==> config.mk <==
export PLATFORM = sky130hd
export DESIGN_NAME = fun_decoder_seq
export DESIGN_NICKNAME = d
export VERILOG_FILES = /design/src/rtl/fun_dec_pkg.sv /design/src/rtl/fun_dec_skid.sv /design/src/rtl/fun_decoder_seq.sv
export SDC_FILE = /design/constraint.sdc
export NUM_CORES = 1
export LEC_CHECK = 0
export BUFFER_PORTS_ARGS = -buffer_cell sky130_fd_sc_hd__buf_2
export CORE_ASPECT_RATIO = 0.5
export CORE_MARGIN = 1
export CORE_UTILIZATION = 48
export DETAILED_ROUTE_END_ITERATION = 7
export HOLD_SLACK_MARGIN = 0.12
export MAX_ROUTING_LAYER = met4
export PLACE_DENSITY = 0.71
export SYNTH_ARGS = -nofsm -noshare
export SYNTH_HDL_FRONTEND = slang
export SYNTH_SLANG_ARGS = --single-unit
==> constraint.sdc <==
create_clock -name clk -period 1.8 [get_ports clk]
set_clock_uncertainty 0.05 [all_clocks]
set_input_delay 0.09 -clock clk [delete_from_list [all_inputs] [get_ports clk]]
set_output_delay 0.09 -clock clk [all_outputs]
set_load 0.02 [all_outputs]
==> src/rtl/fun_dec_pkg.sv <==
// fun_dec_pkg: shared state encodings and constants for fun_decoder_seq
package fun_dec_pkg;
  localparam int CNT_W = 8;
  localparam logic [7:0] DROP_MAX = 8'd255;
  typedef enum logic [1:0] {IDLE = 2'd0, DRIVE = 2'd1, GAP = 2'd2} state_e;
endpackage

==> src/rtl/fun_dec_skid.sv <==
// fun_dec_skid: one-entry holding register for a code that arrives while the decoder is busy
module fun_dec_skid (
  input  logic       clk,
  input  logic       rst,
  input  logic       ld_i,
  input  logic       dr_i,
  input  logic [2:0] d_i,
  output logic       full_o,
  output logic [2:0] q_o
);
  logic       full_q;
  logic [2:0] code_q;
  always_ff @(posedge clk) begin
    if (rst) begin
      full_q <= 1'b0;
      code_q <= '0;
    end else begin
      full_q <= ld_i || (full_q && !dr_i);
      if (ld_i) code_q <= d_i;
    end
  end
  assign full_o = full_q;
  assign q_o    = code_q;
endmodule

==> src/rtl/fun_decoder_seq.sv <==
// fun_decoder_seq: registered 3-to-8 decoder with dwell/gap timing and drop counting.
// Define FUN_DECODER_SKID_EN to add a one-entry skid buffer in front of the FSM.
module fun_decoder_seq #(
  parameter int DWELL = 4,
  parameter int GAP   = 1
) (
  input  logic       clk,
  input  logic       rst,
  input  logic [2:0] D,
  input  logic       val,
  output logic       rdy,
  output logic [7:0] O,
  output logic       busy,
  output logic       drop,
  output logic [7:0] drop_cnt
);
  import fun_dec_pkg::*;
  localparam logic [CNT_W-1:0] DWELL_LD = CNT_W'(DWELL - 1);
  localparam logic [CNT_W-1:0] GAP_LD   = CNT_W'(GAP > 0 ? GAP - 1 : 0);
  state_e           state_q, state_d;
  logic [CNT_W-1:0] cnt_q, cnt_d;
  logic [7:0]       o_q, o_d, drop_cnt_q, drop_cnt_d;
  logic             drop_q, drop_d, idle, fin, acc, nxt;
  logic [2:0]       nxt_code;
  assign idle = state_q == IDLE;
  // fin: this edge would otherwise return the FSM to IDLE
  assign fin  = cnt_q == '0 && (state_q == fun_dec_pkg::GAP || (state_q == DRIVE && GAP == 0));
  assign acc  = val && rdy;
`ifdef FUN_DECODER_SKID_EN
  logic       skid_full, skid_ld, skid_dr;
  logic [2:0] skid_code;
  assign rdy      = idle || !skid_full;
  assign skid_dr  = fin && skid_full;
  // a code accepted on the finishing edge with an empty skid starts DRIVE directly
  assign skid_ld  = acc && !idle && !(fin && !skid_full);
  assign nxt      = idle ? acc : fin && (skid_full || acc);
  assign nxt_code = skid_full ? skid_code : D;
  fun_dec_skid u_skid (
    .clk    (clk),
    .rst    (rst),
    .ld_i   (skid_ld),
    .dr_i   (skid_dr),
    .d_i    (D),
    .full_o (skid_full),
    .q_o    (skid_code)
  );
`else
  assign rdy      = idle;
  assign nxt      = acc;
  assign nxt_code = D;
`endif
  always_comb begin
    state_d = state_q;
    cnt_d   = cnt_q;
    o_d     = o_q;
    if (nxt) begin
      state_d = DRIVE;
      cnt_d   = DWELL_LD;
      o_d     = 8'b1 << nxt_code;
    end else if (fin) begin
      state_d = IDLE;
      o_d     = '0;
    end else if (state_q == DRIVE && cnt_q == '0) begin
      state_d = fun_dec_pkg::GAP;
      cnt_d   = GAP_LD;
      o_d     = '0;
    end else if (!idle) begin
      cnt_d   = cnt_q - 1'b1;
    end
  end
  assign drop_d     = val && !rdy;
  assign drop_cnt_d = (drop_d && drop_cnt_q != DROP_MAX) ? drop_cnt_q + 8'd1 : drop_cnt_q;
  always_ff @(posedge clk) begin
    if (rst) begin
      state_q    <= IDLE;
      cnt_q      <= '0;
      o_q        <= '0;
      drop_q     <= 1'b0;
      drop_cnt_q <= '0;
    end else begin
      state_q    <= state_d;
      cnt_q      <= cnt_d;
      o_q        <= o_d;
      drop_q     <= drop_d;
      drop_cnt_q <= drop_cnt_d;
    end
  end
  assign O        = o_q;
  assign busy     = !idle;
  assign drop     = drop_q;
  assign drop_cnt = drop_cnt_q;
endmodule

# --- Word-level counts from Yosys, hierarchy flattened ---
# Cells that the tools add are included.
totals:
  elab_cells: 40
  inputBits: 6
  out_inout_bits: 19
  ramBits: 0
  mem_bits_ro: 0
  ff_bits: 27
  mem_count: 0
  latch_bits: 0
classes:
  reduce_logical: 13
  order_cmp: 0
  shift: 1
  n_bitwise: 1
  multipliers: 0
  n_eq_ne: 6
  add_sub_neg: 2
  div_mod_pow: 0
  muxes: 10
ops:
  columns: ["operator", "n"]
  rows:
  - ["two-way mux 8 bit", 5]
  - ["adder 8 x 1 -> 8 bit, second input constant", 1]
  - ["logical NOT 8 bit", 1]
  - ["inequality test 8 bit, second input constant", 1]
  - ["<< shifter 1 x 3 -> 8 bit, first input constant", 1]
  - ["subtractor 8 x 1 -> 8 bit, second input constant", 1]
  - ["logical AND 1 bit", 5]
  - ["two-way mux 2 bit", 2]
  - ["inequality test 2 x 1 -> 1 bit, second input constant", 2]
  - ["AND reduction 2 bit", 2]
  - ["two-way mux 1 bit", 3]
  - ["inequality test 3 x 1 -> 1 bit, second input constant", 1]
  - ["nonzero test 3 bit", 1]
  - ["OR reduction 3 bit", 1]
  - ["== test 2 x 1 -> 1 bit, second input constant", 1]
  - ["== test 2 bit, second input constant", 1]
  - ["logical NOT 2 bit", 1]
  - ["OR reduction 2 bit", 1]
  - ["logical NOT 1 bit", 1]
  - ["NOT 1 bit", 1]

# --- Longest topological paths before layout ---
depth:
  ltp_word: 5
  mapped_depth: 6
  mapped_depth_nobuf: 6

# --- Worst setup path before layout ---
# No wires, ideal clock.
synth_timing:
  path_type: "reg2reg"
  from: "reg cnt_q[0]"
  to: "reg o_q[0], in the netlist O[0]"
  path_stages_with_launch: 7
  setup_ns: 0.117
  path_buffers: 0
  t_required_ns: 1.633
  setup_slack_ns: 0.077
  t_arrival_ns: 1.556
  period_less_slack_ns: 1.723
  cell_sequence: "dfxtp_1 inv_1 ha_1 nor3b_1 nor4b_4 a211oi_2 a22o_1"
synth_via:
  elab_chain_cells: 4
  word_cells_on_any_way: 6
  classes_between: "mux (2); reduce/logical (4)"
synth_rtl:
  columns: ["item", "line_no", "source"]
  rows:
  - ["start: declaration", "fun_decoder_seq.sv:21", "logic [CNT_W-1:0] cnt_q, cnt_d;"]
  - ["start signal: assignment", "fun_decoder_seq.sv:82", "cnt_q <= cnt_d;"]
  - ["logical NOT 8 bit (*)", "fun_decoder_seq.sv:27, fun_decoder_seq.sv:63", null]
  - ["logical AND 1 bit", "fun_decoder_seq.sv:27", "assign fin = cnt_q == '0 && (state_q == fun_dec_pkg::GAP || (state_q == DRIVE && GAP == 0));"]
  - ["two-way mux 8 bit", "fun_decoder_seq.sv:60", "end else if (fin) begin"]
  - ["two-way mux 8 bit", "fun_decoder_seq.sv:56", "if (nxt) begin"]
  - ["end signal: assignment", "fun_decoder_seq.sv:77", "o_q <= '0;"]
  - ["end signal: assignment", "fun_decoder_seq.sv:83", "o_q <= o_d;"]
  - ["end: declaration", "fun_decoder_seq.sv:22", "logic [7:0] o_q, o_d, drop_cnt_q, drop_cnt_d;"]
# Mark *: on every way between the ends. The rest lies on a longest branch, timed or not.
# A chain may end at the register's enable or synchronous reset.

# --- Worst setup path in the final report ---
layout_timing:
  from: "reg cnt_q[3]"
  to: "reg o_q[4], in the netlist O[4]"
# Same word-level chain as after synthesis.

==> summary.md <==
| Metric | Value |
|---|---|
| Status | complete, but fails checks |
| Violated checks | setup timing |
| Final Cell Area | 0.00163 mm2 |
| Boundary Pins | 25 |
| # port buffers | 24 |
| Starting Density | 53.7% |
| Overall routing resource usage | 22.8% |
| Fmax | 552 MHz |
| Layout Nets | 187 |
| Via density | 5.44 |
| Seq/Total Area, Yosys | 43.0% |
| Largest net degree at the start of global routing | 18 |
| Final WL | 2.84 mm |
| Yosys Warn Count | 0 |
| Placement Cell Area | 0.00150 mm2 |
| Clock share of power | 21.8% |
| Cells after synthesis | 137 |
| Proportion of layout cells with a drive suffix above 1 | 33.1% |
| Pwr Density | 988 mW/mm2 |
| CP Class | reg -> reg |
| CTS H-tree lvls | 1 |
| Hold path start | D[1] |
| DRC | 0 |
| Final Power | 1.61 mW |
| Worst endpoint data arrival time | 1940 ps |
| Die Ht | 38.2 um |
| Clock latency at the later pin of the worst-skew pair | 270 ps |
| Die area | 0.00284 mm2 |
| Post-synth net total | 145 |
| Worst R2R Start | cnt_q[3]$_SDFFE_PP0P_ |
| CTS clk-pin slew, worst paths | 90 ps |
| Placed Cells | 205 |
| Placer Congestion | 0.838 |
| Vias in the first global route | 1047 |
| CP bufs+invs | 1 |
| DP Wirelength | 1.96 mm |
| CP delay by family, top | simple AND/OR/NAND/NOR gates |
| DR iter-0 viols | 65 |
| Worst reg2reg endpoint | O[4]$_SDFFE_PP0P_ |
| Max cap viols | 0 |
| Cell Rows | 12 |
| Crit end category | register |
| Tmin final | 1810 ps |
| Final Setup Violations | 8 |
| Period utilization | 101% |
| Non-filler cells, final | 213 |
| Max Slew Vio Count | 0 |
| Core Util, Final | 69.7% |
| Via count | 1158 |
| GR Util met2 | 34.9% |
| RSZ-0062 raised after global routing | true |
| Worst Tran Pin Value | 449 ps |
| FF+latch count, synth | 27 |
| Met1 usage | 30.6% |
| LEAKAGE | 0.687 nW |
| N_diodes | 0 |
| CTS Buf Count | 3 |
| Hold Path Class | in -> reg |
| Post-Syn Area | 0.00126 mm2 |
| DR pass1 iterations | 4 |
| Overflow left after global routing | 0 |
| Comb pwr share | 36.3% |
| Reg2reg setup slack | -10 ps |
| Setup slack after layout | -12.9 ps |
| Total core area | 0.00234 mm2 |
| TritonCTS clock tree | done |
| CP Launch Type | register |
| Crit-path cells | or4_4, nor4b_4, a211oi_4, buf_6, a22o_1 |
| Initial antenna violation count | 0 |
| Crit path launch | cnt_q[3]$_SDFFE_PP0P_ |
| Die W | 74.4 um |
| Internal power | 1.07 mW |
| First-pass GRT wire length | 4.69 mm |
| Post-route ant nets | 0 |
| Clock Path Buffers | 2 |
| Cell variety after synth | 40 |
| VDD IR max | 0.542 mV |
| Clk root buf | clkbuf_8 |
| Relative slew margins | 69.8% |
| Slowest cell on crit path | or4_4 |
| Flop pwr share | 41.9% |
| Synthesis-to-finish area growth | 29.9% |
| Hold Path Depth | 3 |
| Switching Fraction | 33.9% |
| CP max FO | 8 |
| Sink Count | 27 |
| R2R cell count | 5 |
| Fill cells | 201 |
| Wirelength per Cell | 13.3 um |
| CP max stage delay | 560 ps |
| NetSw | 546 uW |
| Critical Path RT | 1930 ps |
| Syn_area_per_cell | 9.18 um2 |
| Most used routing layer | met2 |
| WHS Endpoint | O[0]$_SDFFE_PP0P_ |
| Fin. Hold Viols | 0 |
| Met3 Use GR | 5.53% |
==> tightest hold or removal path: stages <==
cell and delay, ps:
buf_2 80, nor2_1 70, a22o_1 180
==> per-stage QoR <==
stage	TNS, ps	hold WS [ps]	worst slack (ps)
2_1_floorplan	0	195	77.5
3_3_place_gp	-68.4	360	-13.7
3_5_place_dp	-394	378	-77.1
4_1_cts	-126	133	-26.4
5_1_grt	-526	136	-65.8
6_report	-63.5	132	-12.9
==> sequential cells by signal, indices dropped and copies added (netlist names) <==
register,flops
drop_cnt,8
cnt_q,8
drop,1
state_q,2
O,8
==> cells in the final DEF (no fill, tap or decap), drive strengths merged, types with 2 or more instances in the layout <==
cell type,count
o21ai,8
nor2,14
or3,3
dfxtp,27
nor3,4
a22o,4
nor4,2
a32o,4
a21oi,13
dlygate4sd3,2
inv,5
and3,3
nor2b,3
nand2,6
o211ai,3
clkbuf,3
o31ai,3
o21a,2
nand3,2
or4,5
ha,2
xor2,5
buf,39
==> final cells by class <==
class	instances	area [um2]	area share (%)
inverters	5	18.8	1.15
repair buffers	41	256	15.7
clock inverters	1	7.51	0.460
multi-input cells	101	721	44.1
well taps	35	43.8	2.68
clock buffers	3	41.3	2.53
flip-flops and latches	27	544	33.3
==> cell families (layout without fill, tap and decap cells) <==
logic type,count (synthesis),after routing,synth area share (%)
adders and majority gates,2,2,1.99
and+or+nand+nor,48,48,23.0
xor gates and xnor gates,5,5,3.48
DFF,27,27,43.0
muxes,1,1,0.796
AOI/OAI and AO/OA,45,45,25.1
buffers and inverters,9,50,2.69
==> timing repair <==
item / CTS / global route
endpoints found under the hold margin: 5 / 0
resized for setup: 6 / 5
setup endpoints to repair: 11 / 15
setup buffers: 2 / 2
hold buffers: 2 / 0
pin swaps: 8 / 10
==> per-layer routing <==
metal,wire length (um),vias to the layer above
met1,1390,530
met3,152,4
met5,0,-
met4,20,0
li1,-,594
met2,1270,30
==> synth_stat cells, drive strengths merged <==
cell / instances / share of area [%]
dfxtp: 27 / 43
a32o: 4 / 3.2
or3: 3 / 1.5
o31a: 1 / 0.70
a22o: 4 / 2.8
o211ai: 3 / 1.8
and3: 3 / 1.5
nor3b: 1 / 0.60
nand2: 6 / 1.8
and2: 1 / 0.50
o31ai: 3 / 1.8
inv: 5 / 1.5
xor2: 5 / 3.5
nor3: 4 / 2.0
nor4: 2 / 1.5
or2: 1 / 0.50
a211oi: 1 / 0.99
a211o: 1 / 0.70
nand4: 1 / 0.50
ha: 2 / 2.0
nand3: 2 / 0.80
o311a: 1 / 0.80
mux2i: 1 / 0.80
nand2b: 1 / 0.50
a21oi: 13 / 5.2
a21boi: 1 / 0.60
nor4b: 1 / 1.9
nor2b: 3 / 1.5
nor2: 14 / 4.4
clkbuf: 4 / 1.2
o21a: 2 / 1.2
a311o: 1 / 0.80
o21ai: 8 / 3.2
a31o: 1 / 0.70
o2111ai: 1 / 0.70
or4: 5 / 3.6
==> worst max-delay path by stage <==
stage | endpoint | slack, ps | cells after the start
after CTS | O[4]$_SDFFE_PP0P_ | -30 | 7
final | O[4]$_SDFFE_PP0P_ | -10 | 5
after floorplan | O[0]$_SDFFE_PP0P_ | 80 | 6
after global routing | O[2]$_SDFFE_PP0P_ | -70 | 8
after global placement | O[0]$_SDFFE_PP0P_ | -10 | 5
after detailed placement | cnt_q[3]$_SDFFE_PP0P_ | -80 | 5
==> power groups by stage <==
stage                     logic, mW  clock network (mW)  registers (mW)
after CTS                     0.547               0.357           0.673
final                         0.586               0.352           0.676
after global routing          0.641               0.387           0.681
after detailed placement      0.508                   0           0.685
after global placement        0.501                   0           0.685
after floorplan               0.312                   0           0.704
(Power assumes the default switching activity.)
